**src/rtl/lsu_mem_ctrl_pkg.sv**
```systemverilog
// Shared types, FSM encodings and decode helpers for the RV32 load/store unit.
// LSU_MISALIGN_SPLIT_EN (see lsu_mem_ctrl.sv) enables the split-access states.
package lsu_mem_ctrl_pkg;

    typedef enum logic [4:0] {
        GopLoad  = 5'b00000,
        GopStore = 5'b01000
    } gopcode_e;

    typedef enum logic [2:0] {
        F3Lb  = 3'b000,
        F3Lh  = 3'b001,
        F3Lw  = 3'b010,
        F3Lbu = 3'b100,
        F3Lhu = 3'b101
    } f3_ld_e;

    typedef enum logic [2:0] {
        F3Sb = 3'b000,
        F3Sh = 3'b001,
        F3Sw = 3'b010
    } f3_st_e;

    localparam logic [2:0] StIdle  = 3'd0;
    localparam logic [2:0] StCmd   = 3'd1;
    localparam logic [2:0] StWait  = 3'd2;
    localparam logic [2:0] StCmd2  = 3'd3;
    localparam logic [2:0] StWait2 = 3'd4;
    localparam logic [2:0] StResp  = 3'd5;

    // Access size in bytes; funct3[1:0] encodes B/H/W for both loads and stores.
    function automatic logic [2:0] size_bytes(input logic [2:0] funct3);
        case (funct3[1:0])
            2'b00:   return 3'd1;
            2'b01:   return 3'd2;
            default: return 3'd4;
        endcase
    endfunction

    function automatic logic misaligned(input logic [2:0] funct3, input logic [1:0] off);
        logic [2:0] size;
        size = size_bytes(funct3);
        return ((size == 3'd2) && (off == 2'd3)) || ((size == 3'd4) && (off != 2'd0));
    endfunction

    function automatic logic illegal_op(input logic [4:0] opcode, input logic [2:0] funct3);
        if (opcode == GopLoad) begin
            return funct3 inside {3'b011, 3'b110, 3'b111};
        end
        if (opcode == GopStore) begin
            return funct3 >= 3'b011;
        end
        return 1'b1;
    endfunction

endpackage

```
**src/rtl/lsu_mem_ctrl_lane_align.sv**
```systemverilog
// Byte-lane steering: store strobes/data shift across a word pair and load
// extraction with sign/zero extension from a (possibly two-word) read.
module lsu_lane_align
    import lsu_mem_ctrl_pkg::*;
(
    input  logic [2:0]  funct3_i,
    input  logic [1:0]  off_i,
    input  logic [31:0] wdata_i,
    input  logic [31:0] rdata_lo_i,
    input  logic [31:0] rdata_hi_i,
    output logic [3:0]  wstrb_lo_o,
    output logic [3:0]  wstrb_hi_o,
    output logic [31:0] wdata_lo_o,
    output logic [31:0] wdata_hi_o,
    output logic [31:0] load_data_o
);

    logic [7:0]  strb8;
    logic [63:0] wdata64;
    logic [31:0] ld_word;

    always_comb begin
        // Upper halves spill into the following word for split accesses.
        strb8   = ((8'd1 << size_bytes(funct3_i)) - 8'd1) << off_i;
        wdata64 = {32'd0, wdata_i} << {off_i, 3'b000};
        ld_word = 32'({rdata_hi_i, rdata_lo_i} >> {off_i, 3'b000});

        wstrb_lo_o = strb8[3:0];
        wstrb_hi_o = strb8[7:4];
        wdata_lo_o = wdata64[31:0];
        wdata_hi_o = wdata64[63:32];

        case (funct3_i)
            F3Lb:    load_data_o = {{24{ld_word[7]}}, ld_word[7:0]};
            F3Lh:    load_data_o = {{16{ld_word[15]}}, ld_word[15:0]};
            F3Lw:    load_data_o = ld_word;
            F3Lbu:   load_data_o = {24'd0, ld_word[7:0]};
            F3Lhu:   load_data_o = {16'd0, ld_word[15:0]};
            default: load_data_o = 32'd0;
        endcase
    end

endmodule

```
**src/rtl/lsu_mem_ctrl.sv**
```systemverilog
// RV32 load/store sequencer onto a single word-wide memory port.
// Define LSU_MISALIGN_SPLIT_EN to split misaligned accesses into two word commands.
module lsu_mem_ctrl
    import lsu_mem_ctrl_pkg::*;
#(
    parameter int unsigned XLEN   = 32,
    parameter int unsigned ADDR_W = 32
) (
    input  logic              clk_i,
    input  logic              rst_i,
    input  logic              req_valid_i,
    output logic              req_ready_o,
    input  logic [4:0]        req_opcode_i,
    input  logic [2:0]        req_funct3_i,
    input  logic [ADDR_W-1:0] req_addr_i,
    input  logic [XLEN-1:0]   req_wdata_i,
    output logic              rsp_valid_o,
    input  logic              rsp_ready_i,
    output logic [XLEN-1:0]   rsp_rdata_o,
    output logic              rsp_fault_o,
    output logic              mem_valid_o,
    input  logic              mem_ready_i,
    output logic              mem_we_o,
    output logic [ADDR_W-1:0] mem_addr_o,
    output logic [3:0]        mem_wstrb_o,
    output logic [XLEN-1:0]   mem_wdata_o,
    input  logic              mem_rvalid_i,
    input  logic [XLEN-1:0]   mem_rdata_i
);

    logic [2:0]        state_q, state_d;
    logic              store_q, store_d;
    logic              fault_q, fault_d;
    logic [2:0]        funct3_q, funct3_d;
    logic [ADDR_W-1:0] addr_q, addr_d;
    logic [XLEN-1:0]   wdata_q, wdata_d;
    logic [XLEN-1:0]   rdata1_q, rdata1_d;
    logic [XLEN-1:0]   rdata2;
    logic              mis_fault;
    logic              need_split;
    logic              second;

    logic [3:0]      wstrb_lo, wstrb_hi;
    logic [XLEN-1:0] wdata_lo, wdata_hi, load_data;

`ifdef LSU_MISALIGN_SPLIT_EN
    logic [XLEN-1:0] rdata2_q, rdata2_d;
    assign mis_fault  = 1'b0;
    assign need_split = misaligned(funct3_q, addr_q[1:0]);
    assign second     = (state_q == StCmd2);
    assign rdata2     = rdata2_q;
`else
    assign mis_fault  = misaligned(req_funct3_i, req_addr_i[1:0]);
    assign need_split = 1'b0;
    assign second     = 1'b0;
    assign rdata2     = '0;
`endif

    always_comb begin
        state_d  = state_q;
        store_d  = store_q;
        fault_d  = fault_q;
        funct3_d = funct3_q;
        addr_d   = addr_q;
        wdata_d  = wdata_q;
        rdata1_d = rdata1_q;
`ifdef LSU_MISALIGN_SPLIT_EN
        rdata2_d = rdata2_q;
`endif
        case (state_q)
            StIdle: begin
                if (req_valid_i) begin
                    store_d  = (req_opcode_i == GopStore);
                    fault_d  = illegal_op(req_opcode_i, req_funct3_i) || mis_fault;
                    funct3_d = req_funct3_i;
                    addr_d   = req_addr_i;
                    wdata_d  = req_wdata_i;
                    state_d  = fault_d ? StResp : StCmd;
                end
            end
            StCmd: if (mem_ready_i) state_d = StWait;
            StWait: begin
                if (mem_rvalid_i) begin
                    rdata1_d = mem_rdata_i;
                    state_d  = need_split ? StCmd2 : StResp;
                end
            end
`ifdef LSU_MISALIGN_SPLIT_EN
            StCmd2: if (mem_ready_i) state_d = StWait2;
            StWait2: begin
                if (mem_rvalid_i) begin
                    rdata2_d = mem_rdata_i;
                    state_d  = StResp;
                end
            end
`endif
            StResp: if (rsp_ready_i) state_d = StIdle;
            default: state_d = StIdle;
        endcase
    end

    always_ff @(posedge clk_i or posedge rst_i) begin
        if (rst_i) begin
            state_q  <= StIdle;
            store_q  <= 1'b0;
            fault_q  <= 1'b0;
            funct3_q <= '0;
            addr_q   <= '0;
            wdata_q  <= '0;
            rdata1_q <= '0;
`ifdef LSU_MISALIGN_SPLIT_EN
            rdata2_q <= '0;
`endif
        end else begin
            state_q  <= state_d;
            store_q  <= store_d;
            fault_q  <= fault_d;
            funct3_q <= funct3_d;
            addr_q   <= addr_d;
            wdata_q  <= wdata_d;
            rdata1_q <= rdata1_d;
`ifdef LSU_MISALIGN_SPLIT_EN
            rdata2_q <= rdata2_d;
`endif
        end
    end

    lsu_lane_align u_lane_align (
        .funct3_i    (funct3_q),
        .off_i       (addr_q[1:0]),
        .wdata_i     (wdata_q),
        .rdata_lo_i  (rdata1_q),
        .rdata_hi_i  (rdata2),
        .wstrb_lo_o  (wstrb_lo),
        .wstrb_hi_o  (wstrb_hi),
        .wdata_lo_o  (wdata_lo),
        .wdata_hi_o  (wdata_hi),
        .load_data_o (load_data)
    );

    // Everything is decoded from registered state so reset clears outputs at once.
    always_comb begin
        req_ready_o = (state_q == StIdle);
        mem_valid_o = (state_q == StCmd) || (state_q == StCmd2);
        mem_we_o    = mem_valid_o && store_q;
        mem_addr_o  = '0;
        mem_wstrb_o = '0;
        mem_wdata_o = '0;
        if (mem_valid_o) begin
            mem_addr_o = {addr_q[ADDR_W-1:2], 2'b00} + (second ? ADDR_W'(4) : ADDR_W'(0));
        end
        if (mem_we_o) begin
            mem_wstrb_o = second ? wstrb_hi : wstrb_lo;
            mem_wdata_o = second ? wdata_hi : wdata_lo;
        end
        rsp_valid_o = (state_q == StResp);
        rsp_fault_o = rsp_valid_o && fault_q;
        rsp_rdata_o = (rsp_valid_o && !fault_q && !store_q) ? load_data : '0;
    end

endmodule
```
**config.mk**
```make
export PLATFORM = sky130hd
export DESIGN_NAME = lsu_mem_ctrl
export DESIGN_NICKNAME = d
export VERILOG_FILES = /design/src/rtl/lsu_mem_ctrl_pkg.sv /design/src/rtl/lsu_mem_ctrl_lane_align.sv /design/src/rtl/lsu_mem_ctrl.sv
export SDC_FILE = /design/constraint.sdc
export NUM_CORES = 1
export LEC_CHECK = 0
export ABC_AREA = 1
export BUFFER_PORTS_ARGS = -buffer_cell sky130_fd_sc_hd__buf_4
export CORE_UTILIZATION = 54
export DETAILED_ROUTE_END_ITERATION = 10
export PLACE_DENSITY = 0.85
export SYNTH_ARGS = -nofsm -noshare
export SYNTH_HDL_FRONTEND = slang
export SYNTH_SLANG_ARGS = --single-unit
```
**constraint.sdc**
```tcl
create_clock -name clk_i -period 9.55 [get_ports clk_i]
set_clock_uncertainty 0.1 [all_clocks]
set_input_delay 1.4325 -clock clk_i [delete_from_list [all_inputs] [get_ports clk_i]]
set_output_delay 1.4325 -clock clk_i [all_outputs]
set_load 0.02 [all_outputs]
```
; After elaboration in Yosys (flattened, before gate mapping)
; Cells that the tools add are included.
[word_totals]
ff_bits = 104
inputBits = 110
out_inout_bits = 105
wordCells = 81
[op_classes]
n_addsub = 1
n_lt_le_gt_ge = 1
n_eq_ne = 21
shift = 4
mux = 26
n_reduce_logical = 21
[op_table]
columns = cell, n
row1 = $pmux W32 S5, 1
row2 = $mux W32, 3
row3 = $shl A32 B5 Y32, 1
row4 = $shr A32 B5 Y32, 1
row5 = $eq A3 B3 Y1 const B, 6
row6 = $eq A3 B2 Y1 const B, 5
row7 = $mux W3, 5
row8 = $mux W1, 13
row9 = $pmux W3 S2, 2
row10 = $pmux W3 S4, 1
row11 = $shl A1 B3 Y8 const A, 1
row12 = $shl A8 B2 Y4, 1
row13 = $sub A8 B1 Y8 const B, 1
row14 = $eq A3 B1 Y1 const B, 2
row15 = $logic_and A1 B1 Y1, 6
row16 = $logic_not A3 Y1, 2
row17 = $ne A2 B2 Y1 const B, 3
row18 = $eq A5 B4 Y1 const B, 1
row19 = $logic_not A5 Y1, 1
row20 = $eq A2 B1 Y1 const B, 2
row21 = $logic_not A2 Y1, 2
row22 = $mux W4, 1
row23 = $reduce_and A2 Y1, 2
row24 = $reduce_and A4 Y1, 1
row25 = 7 further kinds, 10

; Depth between registers and ports, before layout
[logic_depth]
depth_word = 15
depth_mapped = 9

; Cells and area by module
; Synthesis repeated with hierarchy kept, for this count alone.
[unflattened]
cells_unflattened = 1120
area_unflattened_um2 = 7606.0
[modules_own_cells]
columns = module, instances, cells_per_inst, area_each_um2, seq_area_each_um2
row1 = lsu_mem_ctrl, 1, 584, 4972.3, 2602.5
row2 = lsu_lane_align, 1, 536, 2633.8, 0.0

; Worst setup path before layout
; No wires, ideal clock.
[synth_timing]
kind = flip-flop to output port
from = register funct3_q[0]
to = output port mem_wstrb_o[3]
arrival_ns = 1.589
setup_slack_ns = 6.428
path_stages_with_launch = 7
n_path_buf = 0
cell_sequence = dfrtp_1 nor2_1 inv_1 ha_1 nor2_1 a211oi_1 nor3_1
[synth_via]
elab_chain_cells = 6
elab_cells_between_ends = 7
classes_between = add/sub (1) / eq/ne (1) / shift (2) / mux (2) / reduce/logical (1)
[synth_lines]
columns = element, line_no
row1 = from (decl), lsu_mem_ctrl.sv:34  ; logic [2:0] funct3_q, funct3_d;
row2 = from (signal assigned), lsu_mem_ctrl.sv:118  ; funct3_q <= funct3_d;
row3 = $eq A2 B1 Y1 or $logic_not A2 Y1 (tied branches), lsu_mem_ctrl_pkg.sv:33  ; case (funct3[1:0])
row4 = $pmux W3 S2 *, lsu_mem_ctrl_pkg.sv:33
row5 = $shl A1 B3 Y8 *, lsu_mem_ctrl_lane_align.sv:24  ; strb8 = ((8'd1 << size_bytes(funct3_i)) - 8'd1) << off_i;
row6 = $sub A8 B1 Y8 *, lsu_mem_ctrl_lane_align.sv:24
row7 = $shl A8 B2 Y4 *, lsu_mem_ctrl_lane_align.sv:24
row8 = $mux W4 *, lsu_mem_ctrl.sv:152  ; if (mem_we_o) begin
row9 = to (decl), lsu_mem_ctrl.sv:25  ; output logic [3:0] mem_wstrb_o,
; Mark *: on every way between the ends. The rest lies on a longest branch, timed or not.

; Worst setup path after layout
[layout_timing]
from = register addr_q[0]
to = output port rsp_rdata_o[15]
[layout_via]
elab_chain_cells = 3
[layout_lines]
columns = element, line_no
row1 = from (decl), lsu_mem_ctrl.sv:35  ; logic [ADDR_W-1:0] addr_q, addr_d;
row2 = from (signal assigned), lsu_mem_ctrl.sv:119  ; addr_q <= addr_d;
row3 = $shr A32 B5 Y32, lsu_mem_ctrl_lane_align.sv:26  ; ld_word = 32'({rdata_hi_i, rdata_lo_i} >> {off_i, 3'b000});
row4 = $pmux W32 S5, lsu_mem_ctrl_lane_align.sv:33  ; case (funct3_i)
row5 = $mux W32, lsu_mem_ctrl.sv:158  ; rsp_rdata_o = (rsp_valid_o && !fault_q && !store_q) ? load_data : '0;
row6 = to (decl), lsu_mem_ctrl.sv:19  ; output logic [XLEN-1:0] rsp_rdata_o,
; Every way passes these cells.

==> results by group <==
STA
  • Achievable Freq: 0.2171 GHz
  • Unrepaired setup endpoints after global routing: false
  • Setup TNS: 0 ns
  • Setup violations, final: 0
  • Worst-margin pin slew: 0.9937 ns
  • Min Tclk post-route: 4.607 ns
  • Worst relative slew slack: roughly a third
  • Hold Slack: between 0.3 and 0.4 ns
  • Hold violation total from the final report: 0
  • Fin crit share: around 48%
  • Slew Limit Fails: 0

Job
  • Max-cap violations: 0

Detailed routing
  • Final Routed Wirelength: 15.88 mm
  • Remaining antenna violation count: 0
  • First DRT Iteration DRCs: 366
  • Drt first pass iters: 5
  • WL per Instance: 14.53 um
  • Vias per std cell: 5.229
  • DR vias: 5715
  • Residual DRC: 0

Layout
  • Layout cells sized above 1: around 30%
  • Synth-to-Final Area Change: 30.18%
  • Fin nets: 1063
  • N_diodes: 0
  • Final core area utilization: 72.76%
  • Fill cell count: just under 900

Hold path
  • Hold depth: 2
  • Min-delay src: wdata_q[31]
  • Worst hold endpoint: wdata_q[31]
  • HP Class: reg -> reg

Global routing
  • Vias in the first global route: between 5000 and 6000
  • Initial antenna violation count: 0
  • First-pass GRT wire length: 25.34 mm
  • Remaining global-route overflow: 0
  • Total track usage: 28.68%
  • Largest net degree at the start of global routing: 77

Clock network
  • Post-CTS Hold Fix Bufs: 0
  • CTS tree: built
  • Post-CTS setup buffer count: 0
  • CTS Buf Count: 9
  • Max clock buf depth: 2
  • Worst-path clk slew: roughly 0.10 ns
  • H-tree depth: 3
  • Root buffer cell: clkbuf_8
  • CTS Sinks: between 100 and 150
  • Clock latency at the later pin of the worst-skew pair: 0.36 ns
  • Post-CTS Resized: 0

Yosys
  • Top-count cell post-synth: nand2_1
  • Ys flop type: dfrtp_1
  • Commonest cells in the synthesized netlist: nand2_1 (204), dfrtp_1 (104), o21ai_0 (101), inv_1 (87), nor2_1 (78)
  • #FFs+latches synth: between 100 and 150
  • Top cells by area, synth: dfrtp_1 (45%), nand2_1 (13%), o21ai_0 (8.7%)
  • Count of cell types in the netlist: 31
  • Ys async rst share: 100.0%
  • Area leader, netlist: dfrtp_1
  • Number of synthesized flops with an enable pin: 0
  • Post-synthesis sequential area ratio: roughly 45%
  • Avg Cell Area, Syn: 7.507 um^2
  • Synth warn: 0
  • Yosys top cell area share: 44.91%
  • Cell area after synthesis: 5796 um^2
  • Synth Instances: 772

Placed design
  • Port bufs: 212
  • Post-detail-place hpwl: 11.63 mm
  • Final GP Congestion: 0.8868

Setup path
  • CP required: 8.02 ns
  • Delay-heaviest family, CP: buffers and inverters
  • WP buf/inv: 3
  • Critical Path Source Type: flip-flop
  • Arrival @ worst endpoint: 3.07 ns
  • RR Endpoint: funct3_q[2]
  • CP max FO: 68
  • Most frequent CP cell: buf_4
  • R2R Setup Slk: 6.69 ns
  • CP endpoint kind: primary output
  • Critical path's largest stage delay: between 0.7 and 0.8 ns
  • FF-to-FF Start: state_q[2]
  • Critical Path Slowest Stage Cell: inv_2
  • R2R cell count: 7
  • Worst path cell trace: buf_4 > inv_2 > nand2_1 > nand3_1 > nand3_2 > a21oi_1 > buf_4
  • Kind of critical path: reg -> out

Floorplanning
  • Site row count: 37
  • Die area: ~11000 um^2
  • Die X: 105.6 um
  • Boundary Pins: roughly 220
  • Initial core utilization: 55.89%
  • Die height: 105.6 um
  • Core ar.: 10370 um^2

Power and ir drop
  • Worst vdd ir: 0.1889 mV
  • Lkg Pwr: 0.004025 uW
  • Power per cell area: between 200 and 300 nW/um^2

Run status
  • Status: completed
==> power by group <==
part / internal (uW) / leakage (uW) / switching, uW
clock: 109 / 0.0000982 / 164
sequential: 650 / 0.00127 / 136
combinational: 381 / 0.00266 / 692
==> metal layers <==
layer | GRT usage [%] | up-vias | share of wire (%)
met5 | 0 | - | 0
met1 | 38.48 | 2625 | 42
met2 | 46.01 | 249 | 47
met3 | 5.690 | 41 | 8.2
met4 | 11.11 | 0 | 2.8
li1 | - | 2800 | -
==> placed cells by master (no fill, tap or decap), types with 2 or more instances in the layout <==
| master | instances |
|---|---|
| dfrtp_1 | 104 |
| nand4_1 | 10 |
| conb_1 | 2 |
| buf_4 | 216 |
| nor3_1 | 3 |
| mux2_2 | 25 |
| inv_4 | 2 |
| mux2i_1 | 7 |
| nor2_1 | 78 |
| nand3_1 | 43 |
| o21ai_0 | 101 |
| clkbuf_8 | 10 |
| a21oi_1 | 22 |
| nand2_1 | 204 |
| nor2_2 | 4 |
| o22ai_1 | 8 |
| inv_6 | 2 |
| nand2_2 | 2 |
| inv_1 | 86 |
| a211oi_1 | 2 |
| nor2_4 | 5 |
| a21oi_2 | 2 |
| o21ai_1 | 5 |
| inv_2 | 4 |
==> registers in the layout, indices dropped and copies added (netlist names) <==
name,flops
state_q,3
funct3_q,3
fault_q,1
wdata_q,32
store_q,1
rdata1_q,32
addr_q,32
==> logic make-up (layout without fill, tap and decap cells) <==
logic type	count (synthesis)	in the layout	share of synthesized area, %
adder cells (fa/ha/maj)	1	1	0.2159
buffers and inverters	140	324	10.28
AO/OA/AOI/OAI	141	141	12.59
multiplexers	32	32	6.067
flip-flops	104	104	44.91
AND/OR/NAND/NOR	353	353	25.88
other	1	2	0.06470
==> per-stage QoR <==
step	instances	power, uW	setup WS (ns)	instance area (um^2)
5_1_grt	1093	2303	4.633	7545
4_1_cts	1093	2132	4.940	7545
3_5_place_dp	1077	1855	5.395	7346
3_3_place_gp	1077	1823	5.524	7346
6_report	1093	2132	4.943	7545
2_1_floorplan	773	1552	5.285	5799
==> worst reg2reg max path, cell delays in order (launching register included) <==
cell and delay [ns]:
dfrtp_1 0.47, nor2_4 0.19, nand2_1 0.13, nor2_4 0.65
buf_4 0.67, inv_2 0.35, nand2_1 0.12, o21ai_0 0.08
==> worst max-delay path by stage <==
stage                         start              end  cells past startpoint
final                     addr_q[0]  rsp_rdata_o[15]                      7
after global routing      addr_q[0]  rsp_rdata_o[15]                      7
after CTS                 addr_q[0]  rsp_rdata_o[15]                      7
after detailed placement  addr_q[0]  rsp_rdata_o[15]                      7
after global placement    addr_q[0]  rsp_rdata_o[15]                      7
after floorplan               rst_i        addr_q[0]                      1
==> area by class of cell <==
class | instances | area, um^2 | share of cell area (%)
clock inverter | 6 | 61.31 | 0.8126
timing repair buffer | 216 | 1622 | 21.49
clock buffer | 10 | 137.6 | 1.824
multi-input combinational | 529 | 2601 | 34.48
tap | 136 | 170.2 | 2.255
sequential | 104 | 2603 | 34.49
inverter | 92 | 350.3 | 4.643
Power figures use the tool's default switching activity.
